File: src/rtl/hazard_pkg.sv
// Shared encodings, defaults and the register-hazard rule for hazard_ctrl.
// Pure declarations: no logic, no latency, no flow control.
package hazard_pkg;

  localparam int CNT_W           = 4;
  localparam int MULT_CYCLES_DEF = 5;
  localparam int DIV_CYCLES_DEF  = 10;

  // Tuse: cycles until a D-stage operand is consumed; TUSE_NONE = operand unused.
  typedef enum logic [1:0] {
    TUSE_0    = 2'd0,
    TUSE_1    = 2'd1,
    TUSE_2    = 2'd2,
    TUSE_NONE = 2'd3
  } tuse_e;

  // Tnew: cycles until an in-flight result can be forwarded.
  typedef enum logic [1:0] {
    TNEW_0 = 2'd0,
    TNEW_1 = 2'd1,
    TNEW_2 = 2'd2
  } tnew_e;

  typedef enum logic {
    MD_IDLE = 1'b0,
    MD_BUSY = 1'b1
  } md_state_e;

  // A source stalls when a producer in E or M will not have its value ready in time.
  function automatic logic reg_hazard(
    input logic [4:0] src,
    input logic [1:0] tuse,
    input logic [4:0] dst_e,
    input logic [1:0] tnew_e,
    input logic [4:0] dst_m,
    input logic [1:0] tnew_m
  );
    return (src != 5'd0) && (tuse != TUSE_NONE) &&
           (((src == dst_e) && (tnew_e > tuse)) ||
            ((src == dst_m) && (tnew_m > tuse)));
  endfunction

endpackage

File: src/rtl/md_busy_tracker.sv
// MDU occupancy countdown; exists only when HAZARD_MDU_STALL_EN is defined.
// md_busy is registered state, high for exactly N cycles after an accepted start; no backpressure.
`ifdef HAZARD_MDU_STALL_EN
module md_busy_tracker
  import hazard_pkg::*;
#(
  parameter int MULT_CYCLES = MULT_CYCLES_DEF,
  parameter int DIV_CYCLES  = DIV_CYCLES_DEF
) (
  input  logic clk,
  input  logic reset,
  input  logic i_md_start,
  input  logic i_md_div,
  input  logic i_req,
  output logic o_md_busy
);

  md_state_e        r_state;
  md_state_e        w_state_nxt;
  logic [CNT_W-1:0] r_cnt;
  logic [CNT_W-1:0] w_cnt_nxt;

  always_ff @(posedge clk or posedge reset) begin
    if (reset) begin
      r_state <= MD_IDLE;
      r_cnt   <= '0;
    end else begin
      r_state <= w_state_nxt;
      r_cnt   <= w_cnt_nxt;
    end
  end

  // A flushed start never loads; a flush while busy does not abort the committed op.
  always_comb begin
    w_state_nxt = r_state;
    w_cnt_nxt   = r_cnt;
    case (r_state)
      MD_IDLE: begin
        if (i_md_start && !i_req) begin
          w_cnt_nxt   = i_md_div ? CNT_W'(DIV_CYCLES) : CNT_W'(MULT_CYCLES);
          w_state_nxt = MD_BUSY;
        end
      end
      MD_BUSY: begin
        if (r_cnt > CNT_W'(1)) begin
          w_cnt_nxt = r_cnt - CNT_W'(1);
        end else begin
          w_cnt_nxt   = '0;
          w_state_nxt = MD_IDLE;
        end
      end
      default: begin
        w_cnt_nxt   = '0;
        w_state_nxt = MD_IDLE;
      end
    endcase
  end

  assign o_md_busy = (r_cnt != '0);

endmodule
`endif

File: src/rtl/hazard_ctrl.sv
// Pipeline stall/bubble/flush control; MDU stall compiled in with HAZARD_MDU_STALL_EN.
// All outputs combinational from inputs and the MDU counter (zero latency); it is the source of backpressure, never subject to it.
module hazard_ctrl
  import hazard_pkg::*;
#(
  parameter int MULT_CYCLES = MULT_CYCLES_DEF,
  parameter int DIV_CYCLES  = DIV_CYCLES_DEF
) (
  input  logic       clk,
  input  logic       reset,
  input  logic [4:0] rs_D,
  input  logic [4:0] rt_D,
  input  logic [1:0] tuse_rs_D,
  input  logic [1:0] tuse_rt_D,
  input  logic [4:0] dst_E,
  input  logic [4:0] dst_M,
  input  logic [1:0] tnew_E,
  input  logic [1:0] tnew_M,
  input  logic       md_D,
  input  logic       md_start_E,
  input  logic       md_div_E,
  input  logic       eret_D,
  input  logic       exc_req,
  output logic       en_PC,
  output logic       en_FD,
  output logic       nc_FD,
  output logic       clr_DE,
  output logic       req,
  output logic       md_busy,
  output logic       stall
);

  logic w_stall_rs;
  logic w_stall_rt;
  logic w_stall_md;
  logic w_stall;

  assign w_stall_rs = reg_hazard(rs_D, tuse_rs_D, dst_E, tnew_E, dst_M, tnew_M);
  assign w_stall_rt = reg_hazard(rt_D, tuse_rt_D, dst_E, tnew_E, dst_M, tnew_M);

`ifdef HAZARD_MDU_STALL_EN
  md_busy_tracker #(
    .MULT_CYCLES(MULT_CYCLES),
    .DIV_CYCLES (DIV_CYCLES)
  ) u_md_busy_tracker (
    .clk       (clk),
    .reset     (reset),
    .i_md_start(md_start_E),
    .i_md_div  (md_div_E),
    .i_req     (exc_req),
    .o_md_busy (md_busy)
  );

  // A start in E occupies the MDU from this cycle on, before the counter loads.
  assign w_stall_md = md_D && (md_busy || md_start_E);
`else
  logic w_unused_md;
  assign w_unused_md = ^{clk, reset, md_D, md_start_E, md_div_E,
                         CNT_W'(MULT_CYCLES), CNT_W'(DIV_CYCLES)};
  assign md_busy     = 1'b0;
  assign w_stall_md  = 1'b0;
`endif

  // The exception flush wins over every stall and squash.
  assign req     = exc_req;
  assign w_stall = (w_stall_rs || w_stall_rt || w_stall_md) && !exc_req;
  assign stall   = w_stall;
  assign en_PC   = !w_stall;
  assign en_FD   = !w_stall;
  assign clr_DE  = w_stall;
  assign nc_FD   = eret_D && !w_stall && !exc_req;

endmodule

File: config.mk
export PLATFORM = sky130hd
export DESIGN_NAME = hazard_ctrl
export DESIGN_NICKNAME = d
export VERILOG_FILES = /design/src/rtl/hazard_pkg.sv /design/src/rtl/md_busy_tracker.sv /design/src/rtl/hazard_ctrl.sv
export SDC_FILE = /design/constraint.sdc
export NUM_CORES = 1
export LEC_CHECK = 0
export ABC_AREA = 1
export ABC_CLOCK_PERIOD_IN_PS = 2900
export CORE_MARGIN = 2
export CORE_UTILIZATION = 40
export DETAILED_ROUTE_END_ITERATION = 10
export PLACE_DENSITY = 0.91
export SLEW_MARGIN = 20
export SYNTH_ARGS = -nofsm -noshare
export SYNTH_HDL_FRONTEND = slang
export SYNTH_HIERARCHICAL = 1
export SYNTH_SLANG_ARGS = --single-unit
File: constraint.sdc
create_clock -name vclk -period 2.9
set_input_delay 0.29 -clock vclk [all_inputs]
set_output_delay 0.29 -clock vclk [all_outputs]
set_load 0.03 [all_outputs]
==> impl_metrics.tcl, run 1 <==
set metrics [dict create \
    critPathLaunchType "input pin" \
    max_freq_mhz 368 \
    syn_to_final_growth_pct 54.4 \
    drv_cap 0 \
    dieArea_um2 1970 \
    synth_warnings 6 \
    seqPwrFrac_pct 0 \
    min_to "clr_DE" \
    crit_type "input pin to output pin" \
    cts_setup_buffers 0 \
    dr.first_iter.drc_count 13 \
    min_from "exc_req" \
    grt_pass1_vias 732 \
    seq_cells 0 \
    place.gp.congestion 0.821 \
    final_common_cell "nand2_1" \
    layout.nets 210 \
    numPortBuffers 36 \
    start_util_pct 42.9 \
    grt_use_total_pct 18.2 \
    power_density_nw_per_um2 141 \
    fp.dieW_um 44.4 \
    switchingPower_w 0.0000700 \
    antenna_left 0 \
    min_period_ps 2720 \
    seq_area_um2 0 \
    yosysUniqueCellTypes 18 \
    fill_cells 154 \
    row_count 14 \
    syn_inst 133 \
    crit_fanout 2 \
    post-route-drc-count 0 \
    netlist_area_um2 653 \
    coreArea_um2 1520 \
    avgSynthCellArea_um2 4.91 \
    dpl.hpwl_um 1600 \
    drt_pass1_iterations 4 \
    postCtsHoldBufs 0 \
    clkbuf_count 0 \
    ys_seq_area_share_pct 0 \
    grt_pass1_wl_um 2790 \
    die_y_um 44.4 \
    syn_nets 176 \
    slew_violations 0 \
    final_cell_mix "46 x nand2_1, 34 x clkdlybuf4s50_1, 25 x inv_1, 15 x nor2_1, 9 x nand3_1" \
    setup_viol 0 \
    pwr-share-comb_pct 100.0 \
    hold_violations 0 \
    grt_max_degree 6 \
    antenna_cells 0 \
    tns_ps 0 \
    rsz0062_at_grt "no" \
    internal_power_w 0.0000719 \
    drive_gt1_share_pct 6.67 \
    overflow 0 \
    routedWlPerCell_um 9.72 \
    totalWireLength_um 1760 \
    clkPwrFrac_pct 0 \
    ir_drop_mv 0.0706 \
    whs_ps 1370 \
    via_count 848 \
    hold_path_class "input pin to output pin" \
    switching_share_pct 49.3 \
    crit_arrival_ps 2430 \
    critPathCaptureType "output pin" \
    io_pins 42 \
    leakage_nw 0.602 \
    fin_crit_sh_pct 93.8 \
    holdPathStages 3 \
    avgViaCountPerCell 4.69 \
    required_ps 2610 \
    antenna_found_initial 0 \
    status "finished clean" \
]
==> layout make-up <==
type               count  area (um^2)  area share (%)
multi-input cells     99          510            50.6
repair buffers        36          365            36.2
inverters             30          113            11.2
well taps             16         20.0            1.99
==> cells in the mapped netlist <==
cell type,instances,area [um^2]
nand2_1,46,173
inv_1,25,93.8
nor2_1,15,56.3
nand3_1,9,45.0
ha_1,8,100
buf_4,4,30.0
inv_2,4,15.0
xor2_1,4,35.0
a21oi_1,3,15.0
nand2_2,3,18.8
nor2_2,3,18.8
o21ai_0,3,15.0
a21oi_2,1,8.76
clkinv_1,1,3.75
conb_1,1,3.75
o21ai_1,1,5.00
o21bai_1,1,7.51
xnor2_1,1,8.76
==> per-stage QoR <==
| step | utilization [%] | cell area, um^2 | worst slack (ps) | total power (W) | std cells |
|---|---|---|---|---|---|
| detailed placement | 65.8 | 1000 | 109 | 0.000142 | 181 |
| floorplan | - | 653 | 943 | 0.0000740 | 133 |
| finish | 66.2 | 1010 | 181 | 0.000142 | 181 |
| global route | 66.2 | 1010 | 51.5 | 0.000159 | 181 |
| CTS | 65.8 | 1000 | 107 | 0.000143 | 181 |
| global placement | 65.8 | 1000 | 155 | 0.000137 | 181 |
==> critical path, cell delays in order <==
cell and delay (ps):
clkdlybuf4s50_1 470, inv_1 70, ha_1 310, a21oi_1 190
nor2_1 60, nand3_1 90, nand2_1 70, nand2_2 70
nand2_2 60, nand2_1 70, clkdlybuf4s50_1 680
==> worst max-delay path by stage <==
| stage | start | endpoint | slack, ps | cells past startpoint |
|---|---|---|---|---|
| 2_1_floorplan | tuse_rs_D[1] | stall | 940 | 12 |
| 3_3_place_gp | tuse_rs_D[1] | stall | 160 | 13 |
| 3_5_place_dp | tuse_rs_D[1] | stall | 110 | 12 |
| 4_1_cts | tuse_rs_D[1] | stall | 110 | 12 |
| 6_report | tuse_rs_D[1] | en_FD | 180 | 11 |
| 5_1_grt | tuse_rs_D[1] | en_FD | 50 | 13 |
==> power groups by stage <==
| stage | Sequential, W | Combinational [W] | Clock, W |
|---|---|---|---|
| finish | 0 | 0.000142 | 0 |
| global route | 0 | 0.000159 | 0 |
| CTS | 0 | 0.000143 | 0 |
| detailed placement | 0 | 0.000142 | 0 |
| global placement | 0 | 0.000137 | 0 |
| floorplan | 0 | 0.0000740 | 0 |
==> per-layer routing <==
metal,up-vias,part of all wire [%],track usage (%)
met3,2,4.0,0
met2,21,52,36.8
met1,366,43,21.7
li1,459,-,-
met5,-,0,0
met4,0,0.85,1.82
==> cell families (layout without fill, tap and decap cells) <==
family | count (synthesis) | count (layout) | share of synthesized area [%]
xor gates and xnor gates | 5 | 5 | 6.70
adders and majority gates | 8 | 8 | 15.3
buffers and inverters | 34 | 66 | 21.8
other | 1 | 1 | 0.574
and+or+nand+nor | 76 | 76 | 47.7
AOI/OAI and AO/OA | 9 | 9 | 7.85
==> repair_timing <==
action	4_1_cts	5_1_grt
resized for setup	0	2
hold endpoints to repair	0	0
setup endpoints to repair	0	2
(Power assumes the default switching activity.)
==> run 2, diff against run 1 <==
Settings changed: SETUP_SLACK_MARGIN set to 0.2.
==> run 2 against run 1 <==
Combinational power barely moved. Fmax up 9.0%. Via count shrank 0.47%. Hold slack better by 63 ps. Clock-buffer cell count unchanged. Largest cell class unchanged. Total power is 1.5% lower.
==> impl_metrics.tcl, run 2 (synthesized netlist as in run 1, its figures left out) <==
set metrics [dict create \
    fp.dieW_um 44.4 \
    antenna_cells 0 \
    dieArea_um2 1970 \
    fin_crit_sh_pct 86.0 \
    final_cell_mix "46 x nand2_1, 31 x clkdlybuf4s50_1, 25 x inv_1, 15 x nor2_1, 9 x nand3_1" \
    rsz0062_at_grt "no" \
    io_pins 42 \
    critPathCaptureType "output pin" \
    power_density_nw_per_um2 140 \
    leakage_nw 0.575 \
    avgViaCountPerCell 4.66 \
    max_freq_mhz 401 \
    required_ps 2610 \
    switching_share_pct 49.9 \
    die_y_um 44.4 \
    seq_area_um2 0 \
    drive_gt1_share_pct 6.67 \
    tns_ps 0 \
    antenna_found_initial 0 \
    fin_util_pct 65.4 \
    grt_use_total_pct 18.2 \
    holdPathStages 4 \
    hold_path_class "input pin to output pin" \
    layout.nets 210 \
    final_common_cell "nand2_1" \
    clkPwrFrac_pct 0 \
    ir_drop_mv 0.0706 \
    clkbuf_count 0 \
    place.gp.congestion 0.821 \
    min_from "eret_D" \
    min_to "nc_FD" \
    drv_cap 0 \
    grt_pass1_vias 734 \
    routedWlPerCell_um 9.54 \
    internal_power_w 0.0000701 \
    coreArea_um2 1520 \
    grt_pass1_wl_um 2800 \
    min_period_ps 2490 \
    setup_viol 0 \
    row_count 14 \
    post-route-drc-count 0 \
    crit_fanout 2 \
    overflow 0 \
    seqPwrFrac_pct 0 \
    dr.first_iter.drc_count 13 \
    totalWireLength_um 1730 \
    pwr-share-comb_pct 100.0 \
    switchingPower_w 0.0000697 \
    syn_to_final_growth_pct 52.7 \
    seq_cells 0 \
    hold_violations 0 \
    antenna_left 0 \
    crit_arrival_ps 2200 \
    start_util_pct 42.9 \
    drt_pass1_iterations 4 \
    critPathLaunchType "input pin" \
    slew_violations 0 \
    numPortBuffers 36 \
    via_count 844 \
    status "finished clean" \
    crit_type "input pin to output pin" \
    dpl.hpwl_um 1600 \
    grt_max_degree 6 \
]
==> run 2: cell count changes in the layout (fill, tap and decap cells not counted), sizes merged <==
cell,previous run,this run
dlymetal6s2s,2,0
clkdlybuf4s50,34,31
dlygate4sd2,0,5
==> run 2: layout make-up <==
type | count | area, um^2
tap | 16 | 20.0
inverter | 30 | 113
timing repair buffer | 36 | 354
multi-input combinational | 99 | 510
fill | 155 | 527
==> run 2: what timing repair did <==
item,CTS,global route
buffers inserted,0,0
hold buffers,0,0
setup endpoints to repair,5,0
hold endpoints to repair,0,0
gates resized for setup,5,0
==> run 2: per-layer routing <==
| layer | up-vias | track usage (%) | routed length [um] |
|---|---|---|---|
| met2 | 21 | 36.8 | 905 |
| met5 | - | 0 | 0 |
| li1 | 460 | - | - |
| met3 | 2 | 0 | 71 |
| met4 | 0 | 1.82 | 15 |
| met1 | 361 | 22.0 | 733 |
==> run 2: how the worst max path moves through the flow <==
stage,cells after the start,slack [ps],start,to
final,13,410,tuse_rs_D[1],clr_DE
after global routing,12,250,tuse_rs_D[1],stall
after CTS,12,390,tuse_rs_D[1],stall
after detailed placement,12,110,tuse_rs_D[1],stall
after global placement,13,160,tuse_rs_D[1],stall
after floorplan,12,940,tuse_rs_D[1],stall
==> run 2: critical path, stage by stage <==
cell and delay, ps:
clkdlybuf4s50_1 470, inv_1 70, ha_1 320, nand2_1 60, inv_1 50, nor2_2 90
nand2_1 60, nor2_2 70, nand2_1 50, nand2_1 60, nand2_2 60, a21oi_2 120
dlygate4sd2_1 410
==> run 2: power by group through the flow <==
stage	combinational, W	clock [W]	sequential [W]
after CTS	0.000141	0	0
after global placement	0.000137	0	0
after detailed placement	0.000142	0	0
after global routing	0.000157	0	0
after floorplan	0.0000740	0	0
final	0.000140	0	0
==> run 2: stage by stage <==
step / area, um^2 / total power [W] / cells / setup WS (ps) / hold slack [ps]
6_report: 997 / 0.000140 / 181 / 405 / 1440
5_1_grt: 997 / 0.000157 / 181 / 245 / 1470
4_1_cts: 997 / 0.000141 / 181 / 390 / 1440
3_5_place_dp: 1000 / 0.000142 / 181 / 109 / 1640
3_3_place_gp: 1000 / 0.000137 / 181 / 155 / 1640
2_1_floorplan: 653 / 0.0000740 / 133 / 943 / 641
==> run 3, diff against run 2 <==
Settings changed: SLEW_MARGIN 20 to 25.
==> results of run 3 <==
Same layout as run 2: the final DEF is identical, and so are final timing and power.
